**config.mk**
```make
export PLATFORM = sky130hd
export DESIGN_NAME = mem_arbiter_flat
export DESIGN_NICKNAME = d
export VERILOG_FILES = /design/src/rtl/mem_arbiter_if.sv /design/src/rtl/mem_arbiter.sv /design/src/flat_wrapper.sv
export SDC_FILE = /design/constraint.sdc
export NUM_CORES = 1
export LEC_CHECK = 0
export CAP_MARGIN = 25
export CELL_PAD_IN_SITES_DETAIL_PLACEMENT = 1
export CELL_PAD_IN_SITES_GLOBAL_PLACEMENT = 1
export CORE_AREA = 2 2 334 336
export CTS_BUF_LIST = sky130_fd_sc_hd__clkbuf_4
export DETAILED_ROUTE_END_ITERATION = 8
export DIE_AREA = 0 0 336 338
export PLACE_DENSITY = 0.41
export SLEW_MARGIN = 10
export SYNTH_ARGS = -nofsm -noshare
export SYNTH_HDL_FRONTEND = slang
export SYNTH_SLANG_ARGS = --single-unit
```
**constraint.sdc**
```tcl
create_clock -name clk -period 2.9 [get_ports clk]
set_clock_uncertainty 0.2 [all_clocks]
set_input_delay 0.725 -clock clk [delete_from_list [all_inputs] [get_ports clk]]
set_output_delay 0.725 -clock clk [all_outputs]
set_load 0.01 [all_outputs]
```
**src/rtl/mem_arbiter_if.sv**
```systemverilog
// mem_arbiter_if: one line-wide memory request/response port.
//   addr  : request address (byte address)
//   read  : read strobe, held until resp
//   write : write strobe, held until resp
//   wdata : write line
//   rdata : read line, qualified by resp
//   resp  : one-cycle completion pulse
// The master modport issues requests (an L1 cache, or the arbiter toward L2);
// the slave modport services them.
interface mem_arbiter_if #(
    parameter int unsigned ADDR_W = 16,
    parameter int unsigned LINE_W = 128
);
    logic [ADDR_W-1:0] addr;
    logic              read;
    logic              write;
    logic [LINE_W-1:0] wdata;
    logic [LINE_W-1:0] rdata;
    logic              resp;

    modport master (output addr, read, write, wdata, input rdata, resp);
    modport slave  (input addr, read, write, wdata, output rdata, resp);
endinterface

```
**src/rtl/mem_arbiter.sv**
```systemverilog
// mem_arbiter: grants the shared L2 to either the I-side or the D-side L1 cache,
// one transaction at a time, with round-robin priority on contention.
//   clk         : clock, rising-edge state updates
//   reset       : asynchronous active-high reset
//   i_bus       : I-side L1 port (slave)
//   d_bus       : D-side L1 port (slave)
//   l2_bus      : unified L2 port (master)
//   busy        : high while a side is being served
//   i_grant_cnt : saturating count of I-side grants
//   d_grant_cnt : saturating count of D-side grants
module mem_arbiter #(
    parameter int unsigned ADDR_W = 16,
    parameter int unsigned LINE_W = 128
) (
    input  logic          clk,
    input  logic          reset,
    mem_arbiter_if.slave  i_bus,
    mem_arbiter_if.slave  d_bus,
    mem_arbiter_if.master l2_bus,
    output logic          busy,
    output logic [15:0]   i_grant_cnt,
    output logic [15:0]   d_grant_cnt
);

    typedef enum logic [1:0] {StIdle, StServeI, StServeD, StRecover} state_t;

    state_t      state_q, state_d;
    logic        last_q, last_d;    // 0: I granted last, 1: D granted last
    logic [15:0] i_cnt_q, i_cnt_d;
    logic [15:0] d_cnt_q, d_cnt_d;

    logic              i_req, d_req;
    logic [ADDR_W-1:0] sel_addr;
    logic [LINE_W-1:0] sel_wdata;
    logic              sel_read, sel_write;

    function automatic logic [15:0] sat_inc(input logic [15:0] v);
        return (v == 16'hFFFF) ? v : v + 16'd1;
    endfunction

    assign i_req = i_bus.read | i_bus.write;
    assign d_req = d_bus.read | d_bus.write;

    // Read data is broadcast; only resp tells a side the line is for it.
    assign i_bus.rdata = l2_bus.rdata;
    assign d_bus.rdata = l2_bus.rdata;

    assign busy        = (state_q == StServeI) || (state_q == StServeD);
    assign i_grant_cnt = i_cnt_q;
    assign d_grant_cnt = d_cnt_q;

    always_comb begin
        state_d   = state_q;
        last_d    = last_q;
        i_cnt_d   = i_cnt_q;
        d_cnt_d   = d_cnt_q;
        sel_addr  = '0;
        sel_wdata = '0;
        sel_read  = 1'b0;
        sel_write = 1'b0;
        i_bus.resp = 1'b0;
        d_bus.resp = 1'b0;

        unique case (state_q)
            StIdle: begin
                // I wins when alone, or on contention if D was granted last.
                if (i_req && (!d_req || last_q)) begin
                    state_d = StServeI;
                    last_d  = 1'b0;
                    i_cnt_d = sat_inc(i_cnt_q);
                end else if (d_req) begin
                    state_d = StServeD;
                    last_d  = 1'b1;
                    d_cnt_d = sat_inc(d_cnt_q);
                end
            end
            StServeI: begin
                sel_addr   = i_bus.addr;
                sel_wdata  = i_bus.wdata;
                sel_write  = i_bus.write;
                sel_read   = i_bus.read & ~i_bus.write;  // write wins
                i_bus.resp = l2_bus.resp;
                if (l2_bus.resp) state_d = StRecover;
            end
            StServeD: begin
                sel_addr   = d_bus.addr;
                sel_wdata  = d_bus.wdata;
                sel_write  = d_bus.write;
                sel_read   = d_bus.read & ~d_bus.write;  // write wins
                d_bus.resp = l2_bus.resp;
                if (l2_bus.resp) state_d = StRecover;
            end
            StRecover: begin
                // Dead cycle lets the finished requester drop its strobes.
                state_d = StIdle;
            end
            default: state_d = StIdle;
        endcase

        l2_bus.addr  = sel_addr;
        l2_bus.wdata = sel_wdata;
        l2_bus.read  = sel_read;
        l2_bus.write = sel_write;
    end

    always_ff @(posedge clk or posedge reset) begin
        if (reset) begin
            state_q <= StIdle;
            last_q  <= 1'b1;
            i_cnt_q <= 16'd0;
            d_cnt_q <= 16'd0;
        end else begin
            state_q <= state_d;
            last_q  <= last_d;
            i_cnt_q <= i_cnt_d;
            d_cnt_q <= d_cnt_d;
        end
    end

endmodule

```
**src/flat_wrapper.sv**
```systemverilog
// flat-port wrapper written by rule: the top's interface ports become plain ports
module mem_arbiter_flat 
#(
    parameter int unsigned ADDR_W = 16,
    parameter int unsigned LINE_W = 128
)
  (clk, reset, busy, i_grant_cnt, d_grant_cnt, i_bus_addr, i_bus_read, i_bus_write, i_bus_wdata, i_bus_rdata, i_bus_resp, d_bus_addr, d_bus_read, d_bus_write, d_bus_wdata, d_bus_rdata, d_bus_resp, l2_bus_addr, l2_bus_read, l2_bus_write, l2_bus_wdata, l2_bus_rdata, l2_bus_resp);
  mem_arbiter_if #(.ADDR_W(ADDR_W), .LINE_W(LINE_W)) i_bus_i ();
  mem_arbiter_if #(.ADDR_W(ADDR_W), .LINE_W(LINE_W)) d_bus_i ();
  mem_arbiter_if #(.ADDR_W(ADDR_W), .LINE_W(LINE_W)) l2_bus_i ();
  input  logic clk;
  input  logic reset;
  output logic busy;
  output logic [15:0] i_grant_cnt;
  output logic [15:0] d_grant_cnt;
  input wire logic [$bits(i_bus_i.addr)-1:0] i_bus_addr;
  input wire logic [$bits(i_bus_i.read)-1:0] i_bus_read;
  input wire logic [$bits(i_bus_i.write)-1:0] i_bus_write;
  input wire logic [$bits(i_bus_i.wdata)-1:0] i_bus_wdata;
  output wire logic [$bits(i_bus_i.rdata)-1:0] i_bus_rdata;
  output wire logic [$bits(i_bus_i.resp)-1:0] i_bus_resp;
  input wire logic [$bits(d_bus_i.addr)-1:0] d_bus_addr;
  input wire logic [$bits(d_bus_i.read)-1:0] d_bus_read;
  input wire logic [$bits(d_bus_i.write)-1:0] d_bus_write;
  input wire logic [$bits(d_bus_i.wdata)-1:0] d_bus_wdata;
  output wire logic [$bits(d_bus_i.rdata)-1:0] d_bus_rdata;
  output wire logic [$bits(d_bus_i.resp)-1:0] d_bus_resp;
  output wire logic [$bits(l2_bus_i.addr)-1:0] l2_bus_addr;
  output wire logic [$bits(l2_bus_i.read)-1:0] l2_bus_read;
  output wire logic [$bits(l2_bus_i.write)-1:0] l2_bus_write;
  output wire logic [$bits(l2_bus_i.wdata)-1:0] l2_bus_wdata;
  input wire logic [$bits(l2_bus_i.rdata)-1:0] l2_bus_rdata;
  input wire logic [$bits(l2_bus_i.resp)-1:0] l2_bus_resp;
  assign i_bus_i.addr = i_bus_addr;
  assign i_bus_i.read = i_bus_read;
  assign i_bus_i.write = i_bus_write;
  assign i_bus_i.wdata = i_bus_wdata;
  assign i_bus_rdata = i_bus_i.rdata;
  assign i_bus_resp = i_bus_i.resp;
  assign d_bus_i.addr = d_bus_addr;
  assign d_bus_i.read = d_bus_read;
  assign d_bus_i.write = d_bus_write;
  assign d_bus_i.wdata = d_bus_wdata;
  assign d_bus_rdata = d_bus_i.rdata;
  assign d_bus_resp = d_bus_i.resp;
  assign l2_bus_addr = l2_bus_i.addr;
  assign l2_bus_read = l2_bus_i.read;
  assign l2_bus_write = l2_bus_i.write;
  assign l2_bus_wdata = l2_bus_i.wdata;
  assign l2_bus_i.rdata = l2_bus_rdata;
  assign l2_bus_i.resp = l2_bus_resp;
  mem_arbiter #(.ADDR_W(ADDR_W), .LINE_W(LINE_W)) u_core (.clk(clk), .reset(reset), .i_bus(i_bus_i), .d_bus(d_bus_i), .l2_bus(l2_bus_i), .busy(busy), .i_grant_cnt(i_grant_cnt), .d_grant_cnt(d_grant_cnt));
endmodule
```
# Word level (Yosys, flattened, before mapping)
# Cells that the tools add are included.
# op_classes
reduce_logical	11
n_shift	0
n_mul	0
n_div	0
n_lt_le_gt_ge	0
bitwise_logic	9
n_eq_ne	7
muxes	12
add_sub_neg	2
# op_table
operator	n
case mux 128 bit (2 select lines)	1
adder 16 x 1 -> 16 bit (second input constant)	2
== test 16 bit (second input constant)	2
case mux 16 bit (2 select lines)	1
two-way mux 2 bit	3
case mux 2 bit (3 select lines)	1
NOT 1 bit	5
== test 2 bit (second input constant)	2
two-way mux 1 bit	4
case mux 1 bit (2 select lines)	2
AND reduction 2 bit	2
AND reduction 4 bit	1
!= test 3 x 1 -> 1 bit (second input constant)	1
AND reduction 3 bit	1
bitwise AND 1 bit	2
== test 2 x 1 -> 1 bit (second input constant)	1
zero test 2 bit	1
logical OR 1 bit	2
!= test 2 x 1 -> 1 bit (second input constant)	1
bitwise OR 1 bit	2
nonzero test 2 bit	1
OR reduction 2 bit	1
logical AND 1 bit	1
zero test 1 bit	1
# totals
elab_cells	45
in_bits	423
ramBits	0
mem_count	0
regBits	35
romBits	0
latch_bits	0

# Logic depth before layout (Yosys ltp)
# Gate-level depths: netlist of the first run.
# logic_depth
word_depth	6
ltp_mapped	7
depth_no_buf	6

# Worst setup path before layout of the first run
# No wires, ideal clock.
# synth_timing
path_kind	register to output
start	register u_core.state_q[1]
end	output port l2_bus_addr[0]
path_stages_with_launch	7
path_buffers	2
setup_slack_ps	433
arrival_ps	1542
path_cell_list	dfrtp_1 inv_1 ha_1 inv_1 clkbuf_1 buf_1 nor2_1
# synth_via
elab_chain_len	2
word_cells_on_any_way	3
cone_classes	2 x eq/ne; 1 x mux
# synth_rtl
element	line_no	rtl
start, declared	mem_arbiter.sv:27	state_t state_q, state_d;
start signal, assigned	mem_arbiter.sv:108	state_q <= StIdle;
start signal, assigned	mem_arbiter.sv:113	state_q <= state_d;
== test 2 bit / == test 2 x 1 -> 1 bit (equally long branches)	mem_arbiter.sv:64	unique case (state_q)
case mux 16 bit (2 select lines) *	mem_arbiter.sv:64	
end, declared	flat_wrapper.sv:28	output wire logic [$bits(l2_bus_i.addr)-1:0] l2_bus_addr;
# Mark *: on every way between the ends. The rest lies on a longest branch, timed or not.

# Worst setup path in the final report of the first run
# layout_timing
start	register u_core.state_q[0]
end	output port l2_bus_wdata[75]
# layout_via
elab_chain_len	2
word_cells_on_any_way	3
cone_classes	2 x eq/ne; 1 x mux
# layout_rtl
element	line_no	rtl
== test 2 bit / == test 2 x 1 -> 1 bit (equally long branches)	mem_arbiter.sv:64	
case mux 128 bit (2 select lines) *	mem_arbiter.sv:64	
end, declared	flat_wrapper.sv:31	output wire logic [$bits(l2_bus_i.wdata)-1:0] l2_bus_wdata;
# Marks and branches as above.

==> flow_summary.yaml, run 1 <==
status:
  run_status: "finished, violations left"
  failed_checks: "negative setup slack"
yosys:
  synth-seq-cells: 35
  synth_top_flop_cell: "sky130_fd_sc_hd__dfrtp_1"
  netlist-cell-type-count: 40
  avgSynthCellArea_um2: 7.24
  yosysWarningCount: 0
  synth_enable_flop_cells: 0
  synthesis.area_um2: 5590
  syn-instance-count: 772
  postSynth.asyncResetShare_pct: 100
  mappedNetlistNets: 1200
  synth_sequential_area_ratio_pct: 15.7
timing:
  finalSetupViolations: 94
  finalHoldViolCount: 0
  slew_viols_final: 0
  layout_worst_path_cycle_share_pct: 106
  max_slew_margin_pct: 60.4
  layout_min_cycle_time_ns: 3.07
  setup_repair_after_global_routing_missed_its_margin: "true"
  tns_ns: -6.41
  achievable-frequency_ghz: 0.326
  finalWorstSetupSlack_ns: -0.171
  worst_slew_pin_slew_ns: 0.590
cts:
  clk_transition_reported_paths_ns: 0.11
  cts-root-buf: "sky130_fd_sc_hd__clkbuf_4"
  cts_tree: "yes"
  cts_hold_repair.buffers: 0
  worst_skew_pair.late_latency_ns: 0.37
  number_of_clock_sinks: 35
  cts_max_path_buffers: 2
  clock_tree.htree_level_count: 2
  numCtsBuffers: 5
routing:
  postRouteAntennaNets: 0
  drt_iter0_drcs: 185
  firstDrtPassIters: 4
  remaining_drc_errors: 0
  drt-vias-per-instance: 2.67
  routedWlPerCell_um: 20.5
  route.vias.total: 6911
  drt_wl_total_um: 53000
power_and_ir_drop:
  power_per_cell_area_nw_per_um2: 986
  p_leak_nw: 4.72
  switching_share_pct: 50.2
  p_int_mw: 6.46
  seqPwrFrac_pct: 5.4
  clockPowerShare_pct: 2.3
  total_switching_power_mw: 6.51
  total_power_mw: 13.0
  power.ir.vdd_worst_v: 0.000595
  power_frac_comb_pct: 92.3
run:
  maxCapViolCount: 0
grt:
  total_routing_usage_gr_pct: 8.50
  overflow: 0
  initial_antenna_violation_count: 4
  grt_pass1_vias: 7572
  wire_length_of_the_first_global_routing_pass_um: 65800
  largest_net_degree_at_the_start_of_global_routing: 36
cells_and_area:
  area_growth_syn_to_layout_pct: 135
  final_layout_size_suffix_gt1_share_pct: 47.1
  fillCellCount: 12939
  area.sequential_um2: 877
  multi_input_area_um2: 3630
  nNetsFinal: 1522
  finish.utilization_pct: 12.0
worst_setup_path:
  regToRegSetupSlack_ns: 0.55
  crit_path_max_cell_delay_ns: 0.42
  cp-end-kind: "primary output"
  start_kind: "flop"
  arrival_ns: 2.15
  crit_fanout: 13
  worstPathCellList: "buf_6 -> ha_4 -> buf_12 -> buf_8 -> a22oi_2 -> nor2_1 -> buf_4 -> dlygate4sd2_1"
  worst_setup_path_category: "flop to primary output"
  critPathRequiredTime_ns: 1.98
  slowest_stage: "sky130_fd_sc_hd__dfrtp_1"
floorplanning:
  start_util_pct: 5.08
  floorplan.rows: 122
  die_h_um: 338
  floorplan.die_area_um2: 114000
  core_region_area_um2: 110000
  design.portCount: 860
  die_wd_um: 336
placed_design:
  io_buffer_count: 475
  gp_congestion: 0.782
  dp_hpwl_um: 42200
min_path:
  hold_class: "flop to flop"
[cell families after synthesis]
| kind of cell | share of synthesized area [%] |
|---|---|
| adder cells (fa/ha/maj) | 1.12 |
| flip-flops | 15.7 |
| AND/OR/NAND/NOR | 18.9 |
| buffers and inverters | 38.2 |
| XOR/XNOR | 4.23 |
| AO/OA/AOI/OAI | 21.2 |
| multiplexers | 0.604 |
[layout make-up]
class	instances	area share, %
clock inverters	1	0.0380
multi-input cells	424	27.6
clock buffers	7	0.399
inverters	5	0.238
well taps	1488	14.1
flip-flops and latches	35	6.66
repair buffers	623	50.9
diodes	4	0.0761
[timing repair]
item / 4_1_cts / 5_1_grt
setup endpoints to repair: 146 / 134
cloned: 12 / 9
resized for setup: 611 / 147
buffers inserted: 31 / 35
pin swaps: 66 / 89
[cell usage after synthesis, types with 2 or more instances]
library cell,number,area (um^2)
sky130_fd_sc_hd__nand3b_1,2,15.0
sky130_fd_sc_hd__ha_1,5,62.6
sky130_fd_sc_hd__nor4_4,2,42.5
sky130_fd_sc_hd__mux2_2,3,33.8
sky130_fd_sc_hd__nor3b_1,2,15.0
sky130_fd_sc_hd__and4_1,2,17.5
sky130_fd_sc_hd__xnor2_1,3,26.3
sky130_fd_sc_hd__nor4b_1,2,17.5
sky130_fd_sc_hd__clkbuf_1,44,165
sky130_fd_sc_hd__xor2_1,24,210
sky130_fd_sc_hd__a22oi_1,145,1090
sky130_fd_sc_hd__buf_4,256,1920
sky130_fd_sc_hd__nand2_1,10,37.5
sky130_fd_sc_hd__nor3_1,12,60.1
sky130_fd_sc_hd__or2_2,3,18.8
sky130_fd_sc_hd__a21oi_1,3,15.0
sky130_fd_sc_hd__dfrtp_1,34,851
sky130_fd_sc_hd__nor4_1,7,43.8
sky130_fd_sc_hd__and3_1,2,12.5
sky130_fd_sc_hd__nand2b_1,2,12.5
sky130_fd_sc_hd__and2_1,3,18.8
sky130_fd_sc_hd__nor2_1,156,586
sky130_fd_sc_hd__inv_1,5,18.8
sky130_fd_sc_hd__o21ai_0,6,30.0
sky130_fd_sc_hd__nand3_1,11,55.1
sky130_fd_sc_hd__nand4_1,8,50.1
sky130_fd_sc_hd__buf_1,7,26.3
[power by group through the flow]
stage | logic, mW | registers [mW] | clock network, mW
3_5_place_dp | 8.93 | 0.703 | 0
5_1_grt | 12.8 | 0.719 | 0.344
2_1_floorplan | 3.14 | 0.708 | 0
6_report | 12.0 | 0.697 | 0.304
3_3_place_gp | 8.89 | 0.696 | 0
4_1_cts | 11.4 | 0.700 | 0.332
[worst paths after layout]
check,from,end,depth (start not counted)
setup / recovery,u_core.state_q[0],l2_bus_wdata[75],8
hold / removal,u_core.last_q,u_core.last_q,2
setup reg to reg,u_core.state_q[0],u_core.d_grant_cnt[11],6
hold reg to reg,u_core.last_q,u_core.last_q,2
max in group asynchronous,reset,u_core.d_grant_cnt[13],3
min in group asynchronous,reset,u_core.d_grant_cnt[0],3
[flip-flops by register name, indices dropped and copies added (netlist names)]
name / count
u_core.i_grant_cnt: 16
u_core.d_grant_cnt: 16
u_core.state_q: 2
u_core.last_q: 1
[cell usage in the layout, fill, tap and decap left out, types with 3 or more instances in the layout]
cell type                         count
sky130_fd_sc_hd__xnor2_1              3
sky130_fd_sc_hd__nor4_1               7
sky130_fd_sc_hd__xor2_1              24
sky130_fd_sc_hd__mux2_2               3
sky130_fd_sc_hd__nand2_1             10
sky130_fd_sc_hd__nand4_1              8
sky130_fd_sc_hd__clkbuf_2             4
sky130_fd_sc_hd__a22oi_2            133
sky130_fd_sc_hd__clkdlybuf4s50_1    326
sky130_fd_sc_hd__clkbuf_16            8
sky130_fd_sc_hd__o21ai_0              6
sky130_fd_sc_hd__clkdlybuf4s15_2      4
sky130_fd_sc_hd__a21oi_1              3
sky130_fd_sc_hd__ha_4                 3
sky130_fd_sc_hd__nor2_4              38
sky130_fd_sc_hd__buf_6               71
sky130_fd_sc_hd__buf_12              54
sky130_fd_sc_hd__a22oi_1             12
sky130_fd_sc_hd__buf_4               62
sky130_fd_sc_hd__nor2_1              94
sky130_fd_sc_hd__buf_2               69
sky130_fd_sc_hd__nand3_1             11
sky130_fd_sc_hd__diode_2              4
sky130_fd_sc_hd__or2_2                3
sky130_fd_sc_hd__buf_16               9
sky130_fd_sc_hd__buf_8               14
sky130_fd_sc_hd__nor2_2              24
sky130_fd_sc_hd__dfrtp_1             34
sky130_fd_sc_hd__clkbuf_4             7
sky130_fd_sc_hd__nor3_1              12
[critical path, delay by kind of cell, from the launching register on]
| family | cells | cell delay, ns |
|---|---|---|
| adder cells (fa/ha/maj) | 1 | 0.18 |
| buffers and inverters | 5 | 0.89 |
| flip-flops | 1 | 0.42 |
| AO/OA/AOI/OAI | 1 | 0.20 |
| AND/OR/NAND/NOR | 1 | 0.08 |
[routing by layer]
| metal | GRT usage (%) | vias to the layer above | share of wire (%) | wire [um] |
|---|---|---|---|---|
| met1 | 9.73 | 3260 | 40 | 21300 |
| met3 | 3.48 | 113 | 11 | 5590 |
| met2 | 13.7 | 465 | 45 | 24000 |
| met5 | 0 | - | 0 | 0 |
| li1 | - | 3073 | - | - |
| met4 | 4.06 | 0 | 3.9 | 2090 |
[stage by stage]
step                worst slack [ns]  hold slack, ns  instance area [um^2]  instances
finish                        -0.171           0.288                 13200       2587
global route                  -0.261           0.318                 13200       2586
CTS                           -0.263           0.290                 12600       2564
detailed placement            -0.410           0.273                 11200       2526
global placement              -0.430           0.254                 11200       2526
floorplan                      0.433           0.244                  5590        772
Power figures use the tool's default switching activity.
==> run 2: changes to the inputs <==
Settings changed: GPL_TIMING_DRIVEN set to 0, SKIP_CTS_REPAIR_TIMING set to 1.
==> run 2 against run 1 <==
  * The run still ends with negative setup slack left
  * Combinational power down 10%
  * Register-to-register slack worse by 0.11 ns
  * Sequential share of layout area down 1.3 points
  * Largest power group unchanged
  * Sequential power up 1%
  * Flip-flop and latch count unchanged
  * First-iteration DRC count up 1.6%
  * Critical path depth unchanged
==> flow_summary.yaml, run 2 (synthesis gave the netlist of run 1 again) <==
status:
  run_status: "finished, violations left"
  failed_checks: "negative setup slack"
cells_and_area:
  final_layout_size_suffix_gt1_share_pct: 45.5
  nNetsFinal: 1966
  final_cell_mix: "sky130_fd_sc_hd__clkdlybuf4s50_1, sky130_fd_sc_hd__buf_4, sky130_fd_sc_hd__a22oi_2"
  fillCellCount: 12972
  final_cell_count_no_fill: 3031
  design_area_um2: 16300
  area.sequential_um2: 877
  area_growth_syn_to_layout_pct: 191
  multi_input_area_um2: 3550
  layout_commonest_cell: "sky130_fd_sc_hd__clkdlybuf4s50_1"
  finish.utilization_pct: 14.8
floorplanning:
  floorplan.rows: 122
  floorplan.die_area_um2: 114000
  core_region_area_um2: 110000
  die_wd_um: 336
  start_util_pct: 5.08
  die_h_um: 338
  design.portCount: 860
cts:
  numCtsBuffers: 5
  cts_tree: "yes"
  clk_transition_reported_paths_ns: 0.14
  worst_skew_pair.late_latency_ns: 0.39
  clock_tree.htree_level_count: 2
  cts_max_path_buffers: 2
  number_of_clock_sinks: 35
  cts-root-buf: "sky130_fd_sc_hd__clkbuf_4"
placed_design:
  io_buffer_count: 731
  dp_hpwl_um: 52900
  post_dp_cell_area_um2: 14800
  gp_congestion: 0.767
  pre_cts_slack_ns: -1.67
  placed_cells: 2995
min_path:
  whs_path_depth: 2
  min_delay_worst_endpoint: "u_core.last_q"
  hold_path_origin: "u_core.last_q"
  hold_class: "flop to flop"
routing:
  remaining_drc_errors: 0
  route.vias.total: 8495
  drt_wl_total_um: 59300
  routedWlPerCell_um: 19.6
  firstDrtPassIters: 4
  drt-vias-per-instance: 2.80
  met2_length_um: 29000
  m1WireLength_um: 23800
  maxUsedRoutingLayer: "met4"
  postRouteAntennaNets: 0
  met3_length_um: 5660
  drt_iter0_drcs: 188
worst_setup_path:
  critPathLaunch: "u_core.state_q[0]"
  worstPathCellList: "buf_6 -> ha_4 -> buf_12 -> buf_6 -> buf_12 -> a22oi_2 -> nor2_1 -> clkbuf_2"
  crit_path_max_cell_delay_ns: 0.43
  timing.rr.start: "u_core.state_q[1]"
  start_kind: "flop"
  cp-end-kind: "primary output"
  buffers_and_inverters_on_the_worst_path: 5
  critPathRequiredTime_ns: 1.98
  critical_path.top_delay_family: "buffers and inverters"
  slowest_stage: "sky130_fd_sc_hd__dfrtp_1"
  worst_setup_path_category: "flop to primary output"
  r2r_cells: 7
  arrival_ns: 2.19
  regToRegSetupSlack_ns: 0.44
  r2r_end: "u_core.i_grant_cnt[15]"
  crit_fanout: 10
timing:
  tns_ns: -8.23
  hold_ws_ns: 0.278
  layout_worst_path_cycle_share_pct: 107
  max_slew_margin_pct: 57.3
  layout_min_cycle_time_ns: 3.11
  finalWorstSetupSlack_ns: -0.213
  finalSetupViolations: 126
  slew_viols_final: 0
  worst_slew_pin_slew_ns: 0.636
  achievable-frequency_ghz: 0.321
  finalHoldViolCount: 0
  setup_repair_after_global_routing_missed_its_margin: "true"
power_and_ir_drop:
  seqPwrFrac_pct: 6.0
  total_power_mw: 11.8
  power_per_cell_area_nw_per_um2: 727
  power.ir.vdd_worst_v: 0.000516
  total_switching_power_mw: 6.34
  switching_share_pct: 53.6
  power_frac_comb_pct: 91.4
  p_int_mw: 5.49
  p_leak_nw: 6.41
  clockPowerShare_pct: 2.6
grt:
  grt_pass1_vias: 9022
  overflow: 0
  wire_length_of_the_first_global_routing_pass_um: 74400
  largest_net_degree_at_the_start_of_global_routing: 32
  initial_antenna_violation_count: 3
  total_routing_usage_gr_pct: 9.41
run:
  maxCapViolCount: 0
==> run 2: cell count changes in the layout (fill, tap and decap cells not counted), sizes merged <==
cell           before  now
clkdlybuf4s50     326  582
buf               279  452
clkbuf             19   37
clkdlybuf4s15       4    0
dlymetal6s2s        0    3
dlygate4sd2         2    0
==> run 2: worst min-delay path, delay by kind of cell (launching register included) <==
kind | cells | cell delay [ns]
buffers and inverters | 1 | 0.04
AOI/OAI and AO/OA | 1 | 0.05
DFF | 1 | 0.40
==> run 2: area by class of cell <==
type	count	share of cell area (%)
sequential	35	5.39
inverter	5	0.131
buffer	308	15.9
clock buffer	7	0.323
multi-input combinational	424	21.8
antenna	4	0.0615
timing repair buffer	759	44.9
tap	1488	11.4
clock inverter	1	0.0307
==> run 2: power by group through the flow <==
| stage | clock network, mW | logic [mW] | registers, mW |
|---|---|---|---|
| detailed placement | 0 | 8.80 | 0.709 |
| finish | 0.309 | 10.8 | 0.704 |
| CTS | 0.336 | 8.87 | 0.701 |
| global placement | 0 | 8.69 | 0.701 |
| global route | 0.345 | 11.7 | 0.724 |
| floorplan | 0 | 3.14 | 0.708 |
==> run 2: routing by layer <==
layer | track usage [%] | vias up
li1 | - | 3961
met1 | 11.3 | 4055
met2 | 16.6 | 460
met3 | 3.04 | 19
met4 | 1.37 | 0
met5 | 0 | -
==> run 2: worst max-delay path by stage <==
stage	end	slack, ns	depth (start not counted)
final	l2_bus_wdata[91]	-0.21	8
after global routing	l2_bus_wdata[62]	-0.28	7
after CTS	l2_bus_wdata[30]	-2.15	7
after detailed placement	l2_bus_wdata[30]	-1.67	7
after global placement	l2_bus_wdata[58]	-2.52	7
after floorplan	l2_bus_addr[0]	0.43	6
